$ cat src/rtl/multi_channel_freq_divider.sv
`default_nettype none
// ============================================================================
// Module   : multi_channel_freq_divider
// Brief    : N independent run-time programmable dividers, each producing a
//            one-cycle tick strobe, a 50% square wave and a busy flag.
// Revision : 1.0 - initial release
// ============================================================================
module multi_channel_freq_divider #(
    parameter int CLK_HZ      = 50000000,
    parameter int CHANNELS    = 4,
    parameter int CNT_W       = 27,
    parameter int DEFAULT_DIV = CLK_HZ,
    localparam int CH_W       = (CHANNELS > 1) ? $clog2(CHANNELS) : 1
) (
    input  logic                clk,
    input  logic                rst,
    input  logic                wr_en,
    input  logic [CH_W-1:0]     wr_ch,
    input  logic [CNT_W-1:0]    wr_div,
    input  logic                wr_mode,
    input  logic [CHANNELS-1:0] ch_en,
    output logic [CHANNELS-1:0] tick,
    output logic [CHANNELS-1:0] sqw,
    output logic [CHANNELS-1:0] busy
);

    localparam logic [CNT_W-1:0] c_default_div = CNT_W'(DEFAULT_DIV);
    localparam logic [CNT_W-1:0] c_one         = CNT_W'(1);
    localparam logic [CNT_W-1:0] c_zero        = '0;

    typedef enum logic [1:0] {
        ST_IDLE = 2'd0,
        ST_RUN  = 2'd1,
        ST_DONE = 2'd2
    } state_t;

    for (genvar i = 0; i < CHANNELS; i++) begin : g_ch
        state_t             r_state, w_state_nx;
        logic [CNT_W-1:0]   r_div,   w_div_nx;
        logic [CNT_W-1:0]   r_cnt,   w_cnt_nx;
        logic               r_mode,  w_mode_nx;
        logic               r_tick,  w_tick_nx;
        logic               r_sqw,   w_sqw_nx;
        logic               r_busy;
        logic               w_hit;
        logic               w_tc;

        // Out-of-range channel numbers never match any index, so they are dropped here.
        assign w_hit = wr_en && (wr_ch == CH_W'(i));
        assign w_tc  = (r_cnt == (r_div - c_one));

        always_comb begin
            w_state_nx = r_state;
            w_div_nx   = r_div;
            w_mode_nx  = r_mode;
            w_cnt_nx   = r_cnt;
            w_tick_nx  = 1'b0;
            w_sqw_nx   = r_sqw;

            if (w_hit) begin
                // A write restarts the channel and overrides a coincident terminal count.
                w_div_nx   = wr_div;
                w_mode_nx  = wr_mode;
                w_cnt_nx   = c_zero;
                w_sqw_nx   = 1'b0;
                w_state_nx = (ch_en[i] && (wr_div != c_zero)) ? ST_RUN : ST_IDLE;
            end else if (!ch_en[i]) begin
                w_state_nx = ST_IDLE;
                w_cnt_nx   = c_zero;
                w_sqw_nx   = 1'b0;
            end else begin
                case (r_state)
                    ST_IDLE: begin
                        w_cnt_nx = c_zero;
                        w_sqw_nx = 1'b0;
                        if (r_div != c_zero) begin
                            w_state_nx = ST_RUN;
                        end
                    end
                    ST_RUN: begin
                        if (r_div == c_zero) begin
                            w_state_nx = ST_IDLE;
                            w_cnt_nx   = c_zero;
                            w_sqw_nx   = 1'b0;
                        end else if (w_tc) begin
                            w_cnt_nx  = c_zero;
                            w_tick_nx = 1'b1;
                            w_sqw_nx  = ~r_sqw;
                            if (r_mode) begin
                                w_state_nx = ST_DONE;
                            end
                        end else begin
                            w_cnt_nx = r_cnt + c_one;
                        end
                    end
                    ST_DONE: begin
                        w_cnt_nx = c_zero;
                    end
                    default: begin
                        w_state_nx = ST_IDLE;
                        w_cnt_nx   = c_zero;
                        w_sqw_nx   = 1'b0;
                    end
                endcase
            end
        end

        always_ff @(posedge clk) begin
            if (rst) begin
                r_state <= ST_IDLE;
                r_div   <= c_default_div;
                r_mode  <= 1'b0;
                r_cnt   <= c_zero;
                r_tick  <= 1'b0;
                r_sqw   <= 1'b0;
                r_busy  <= 1'b0;
            end else begin
                r_state <= w_state_nx;
                r_div   <= w_div_nx;
                r_mode  <= w_mode_nx;
                r_cnt   <= w_cnt_nx;
                r_tick  <= w_tick_nx;
                r_sqw   <= w_sqw_nx;
                r_busy  <= (w_state_nx == ST_RUN);
            end
        end

        assign tick[i] = r_tick;
        assign sqw[i]  = r_sqw;
        assign busy[i] = r_busy;
    end

endmodule
`default_nettype wire

$ cat config.mk
export PLATFORM = sky130hd
export DESIGN_NAME = multi_channel_freq_divider
export DESIGN_NICKNAME = d
export VERILOG_FILES = /design/src/rtl/multi_channel_freq_divider.sv
export SDC_FILE = /design/constraint.sdc
export NUM_CORES = 1
export LEC_CHECK = 0
export ABC_AREA = 1
export CAP_MARGIN = 30
export CORE_ASPECT_RATIO = 0.9
export CORE_MARGIN = 3
export CORE_UTILIZATION = 45
export CTS_CLUSTER_SIZE = 28
export DETAILED_ROUTE_END_ITERATION = 6
export RECOVER_POWER = 25
export SLEW_MARGIN = 20
export SYNTH_ARGS = -nofsm -noshare
export SYNTH_HDL_FRONTEND = slang
export SYNTH_SLANG_ARGS = --single-unit
$ cat constraint.sdc
create_clock -name clk -period 3.5 [get_ports clk]
set_clock_uncertainty 0.15 [all_clocks]
set_input_delay 0.35 -clock clk [delete_from_list [all_inputs] [get_ports clk]]
set_output_delay 0.35 -clock clk [all_outputs]
set_load 0.1 [all_outputs]
==> results.md <==
* Status: completed
* RR Startpoint: g_ch[3].r_div[0]
* Vias in the first global route at 12700
* Count leader, synth: nand2_1
* Top_reg_cell synth: dfxtp_1
* Layout cell share with drive strength beyond 1 at 8.56%
* Min-delay src: g_ch[3].r_cnt[0]
* Detailed-router iteration count before antenna repair at 5
* Site Rows at 62
* CTS tree: built
* Ys async rst share at 0%
* Static leakage at 6.53 nW
* Final Setup Violations at 0
* Final hold viol count at 0
* Die Footprint at 35100 sq um
* Postcts setup bufs at 0
* Grt total ovfl at 0
* Htree depth at 1
* Cell mode on critical path: nand2_1
* Clock slew at reported path FFs at 60 ps
* Post-synth top area share at 32.4%
* Antenna violations before repair at 0
* Sink Count at 240
* Synth area leader: dfxtp_1
* Inserted Diodes at 0
* Via count at 13700
* Post-route ant nets at 0
* Final hold slack at 318 ps
* Critical path capture point type: register
* Core box area at 32200 sq um
* Final core utilization at 50.9%
* Routability congestion estimate from global placement at 0.896
* DR DRC count at 0
* WL/cell at 14.5 um
* Initial Util at 46.0%
* Pwr Total at 6.37 mW
* Synthesized flop and latch total at 240
* Max VDD drop at 0.331 mV
* Die width at 197 um
* Post_cts resized at 0
* Synth top cells by count: nand2_1, nor2_1, inv_1
* Synth cell types at 53
* Critical path fanouts, max at 27
* Top delay family on crit path: simple AND/OR/NAND/NOR gates
* Layout area overhead at 10.6%
* Hold Path End: g_ch[3].r_cnt[0]
* Post-synthesis instance total at 2266
* Vias/cell at 5.02
* Nets at 2340
* Root buffer cell: clkbuf_16
* Yosys warnings at 0
* GRT Total Usage at 22.6%
* Pwr Density at 389 nW/um^2
* Worst Path Buf+Inv at 2
* DRT Wirelength at 39600 um
* Critical Path RT at 3770 ps
* Cell area after layout at 16400 sq um
* CP Cell Sequence: inv_1 -> ha_1 -> inv_1 -> nand2_1 -> nand2_1 -> nor2_1 -> nand2_1 -> nor2_1 -> nand3_1 -> nor2_1 -> nand2_1 -> nor2_1 -> nand2_1 -> nor2_2 -> nand2_2 -> nand2_4 -> nor3b_1
* Worst setup margin at 734 ps
* Post-synth EDFFs at 0
* Max-slew violation count at 0
* Final Cycle Share at 79.0%
* Worst Hold Depth at 1
* Path depth of the worst reg2reg path at 17
* FMAX at 0.362 GHz
* Critical R2R Capture: g_ch[3].r_cnt[14]
* Clk Latency, worst-skew pair at 550 ps
* Max Cap Viol at 0
* Largest net degree at the start of global routing at 40
* Layout Cells excl Fill at 2730
* Reg2reg setup slack at 730 ps
* Hold Path Class: register to register
* Slowest stage delay, CP at 420 ps
* Dpl ws at 741 ps
* Tightest Pin Transition at 1170 ps
* Syn nets at 2311
* Detailed placement HPWL at 30400 um
* Syn_area_per_cell at 6.54 sq um
* Total CTS buffers at 27
* DR iter-0 viols at 840
* WS Path Type: register to register
* CP arrival at 3040 ps
* Post-layout min period at 2770 ps
* First-pass GRT wire length at 65000 um
* Placed Area at 15600 sq um
* RSZ-0062 raised after global routing: no
* Synthesized area at 14800 sq um
* Register area share after synthesis at 32.4%
* Inst Count DP at 2682
* CTS Hold Bufs at 0
* # IOs at 49
* Crit start category: register
* Final TNS setup at 0 ps
* Rel. slew slack at 22.0%
* Slowest cell on the critical path: dfxtp_1
* Area contributors post-synth: dfxtp_1, nand2_1, nor2_1
* Maximum root-to-sink buffer count at 3
* IO buf count at 48
* Die height at 178 um
power by group:
part / internal [mW] / switching, mW
Clock: 1.57 / 1.16
Sequential: 2.81 / 0.0943
Combinational: 0.253 / 0.483
worst max-delay path by stage:
| stage | startpoint | to | slack (ps) | cells past startpoint |
|---|---|---|---|---|
| after floorplan | g_ch[1].r_div[0] | g_ch[1].r_cnt[23] | 1290 | 18 |
| after global placement | g_ch[3].r_div[0] | g_ch[3].r_cnt[3] | 820 | 17 |
| after detailed placement | wr_ch[0] | g_ch[0].r_cnt[6] | 740 | 9 |
| after CTS | g_ch[3].r_div[0] | g_ch[3].r_cnt[14] | 760 | 17 |
| after global routing | g_ch[3].r_div[0] | g_ch[3].r_cnt[14] | 450 | 17 |
| final | g_ch[3].r_div[0] | g_ch[3].r_cnt[14] | 730 | 17 |
sequential cells by signal (all words and copies together) (netlist names):
name / flops
g_ch.r_cnt: 108
g_ch.r_div: 108
g_ch.r_state: 8
g_ch.r_busy: 4
g_ch.r_mode: 4
g_ch.r_sqw: 4
g_ch.r_tick: 4
kinds of logic (layout without fill, tap and decap cells):
| logic type | Yosys count | count (layout) | share of synthesized area [%] |
|---|---|---|---|
| AO/OA/AOI/OAI | 216 | 216 | 8.29 |
| XOR/XNOR | 144 | 144 | 8.70 |
| adder cells (fa/ha/maj) | 8 | 8 | 0.676 |
| buffers and inverters | 332 | 380 | 9.20 |
| flip-flops | 240 | 240 | 32.4 |
| AND/OR/NAND/NOR | 1326 | 1326 | 40.7 |
area by class of cell:
cell class	count	area (sq um)
well taps	416	520
clock inverters	14	103
fillers	3281	15800
multi-input cells	1694	8650
inverters	273	1030
clock buffers	34	742
flip-flops and latches	240	4800
repair buffers	59	544
routing by layer:
layer	vias up	track usage, %	wire [um]
met3	69	2.59	1610
met5	-	0	0
met1	6121	33.8	20600
li1	7240	-	-
met4	0	6.47	1260
met2	278	34.2	16100
placed cells by master, fill, tap and decap left out, types with 4 or more instances in the layout:
| cell type | netlist | routed |
|---|---|---|
| nand4_1 | 43 | 43 |
| nand2_4 | 4 | 4 |
| ha_1 | 8 | 8 |
| dfxtp_1 | 240 | 240 |
| nor2_2 | 34 | 34 |
| clkinv_2 | 0 | 10 |
| o21ai_0 | 87 | 87 |
| nor2_1 | 370 | 370 |
| nor3_2 | 7 | 7 |
| o21ai_1 | 7 | 7 |
| or2_2 | 15 | 15 |
| xor2_1 | 95 | 95 |
| nand2_1 | 560 | 560 |
| nand3_2 | 10 | 10 |
| o211ai_1 | 19 | 19 |
| a21oi_1 | 71 | 71 |
| nor2_4 | 20 | 20 |
| a31oi_1 | 5 | 5 |
| clkbuf_1 | 37 | 8 |
| clkbuf_8 | 0 | 4 |
| nor3_1 | 47 | 47 |
| clkbuf_16 | 0 | 27 |
| buf_4 | 12 | 6 |
| inv_2 | 16 | 17 |
| nand3_1 | 145 | 145 |
| nand2_2 | 12 | 12 |
| nor3b_1 | 16 | 16 |
| a21oi_2 | 16 | 16 |
| inv_1 | 253 | 253 |
| nand3b_1 | 16 | 16 |
| xnor2_1 | 47 | 47 |
| clkdlybuf4s50_1 | 0 | 46 |
| nor4_1 | 14 | 14 |
Note: power is estimated with default switching activity, not from simulation.
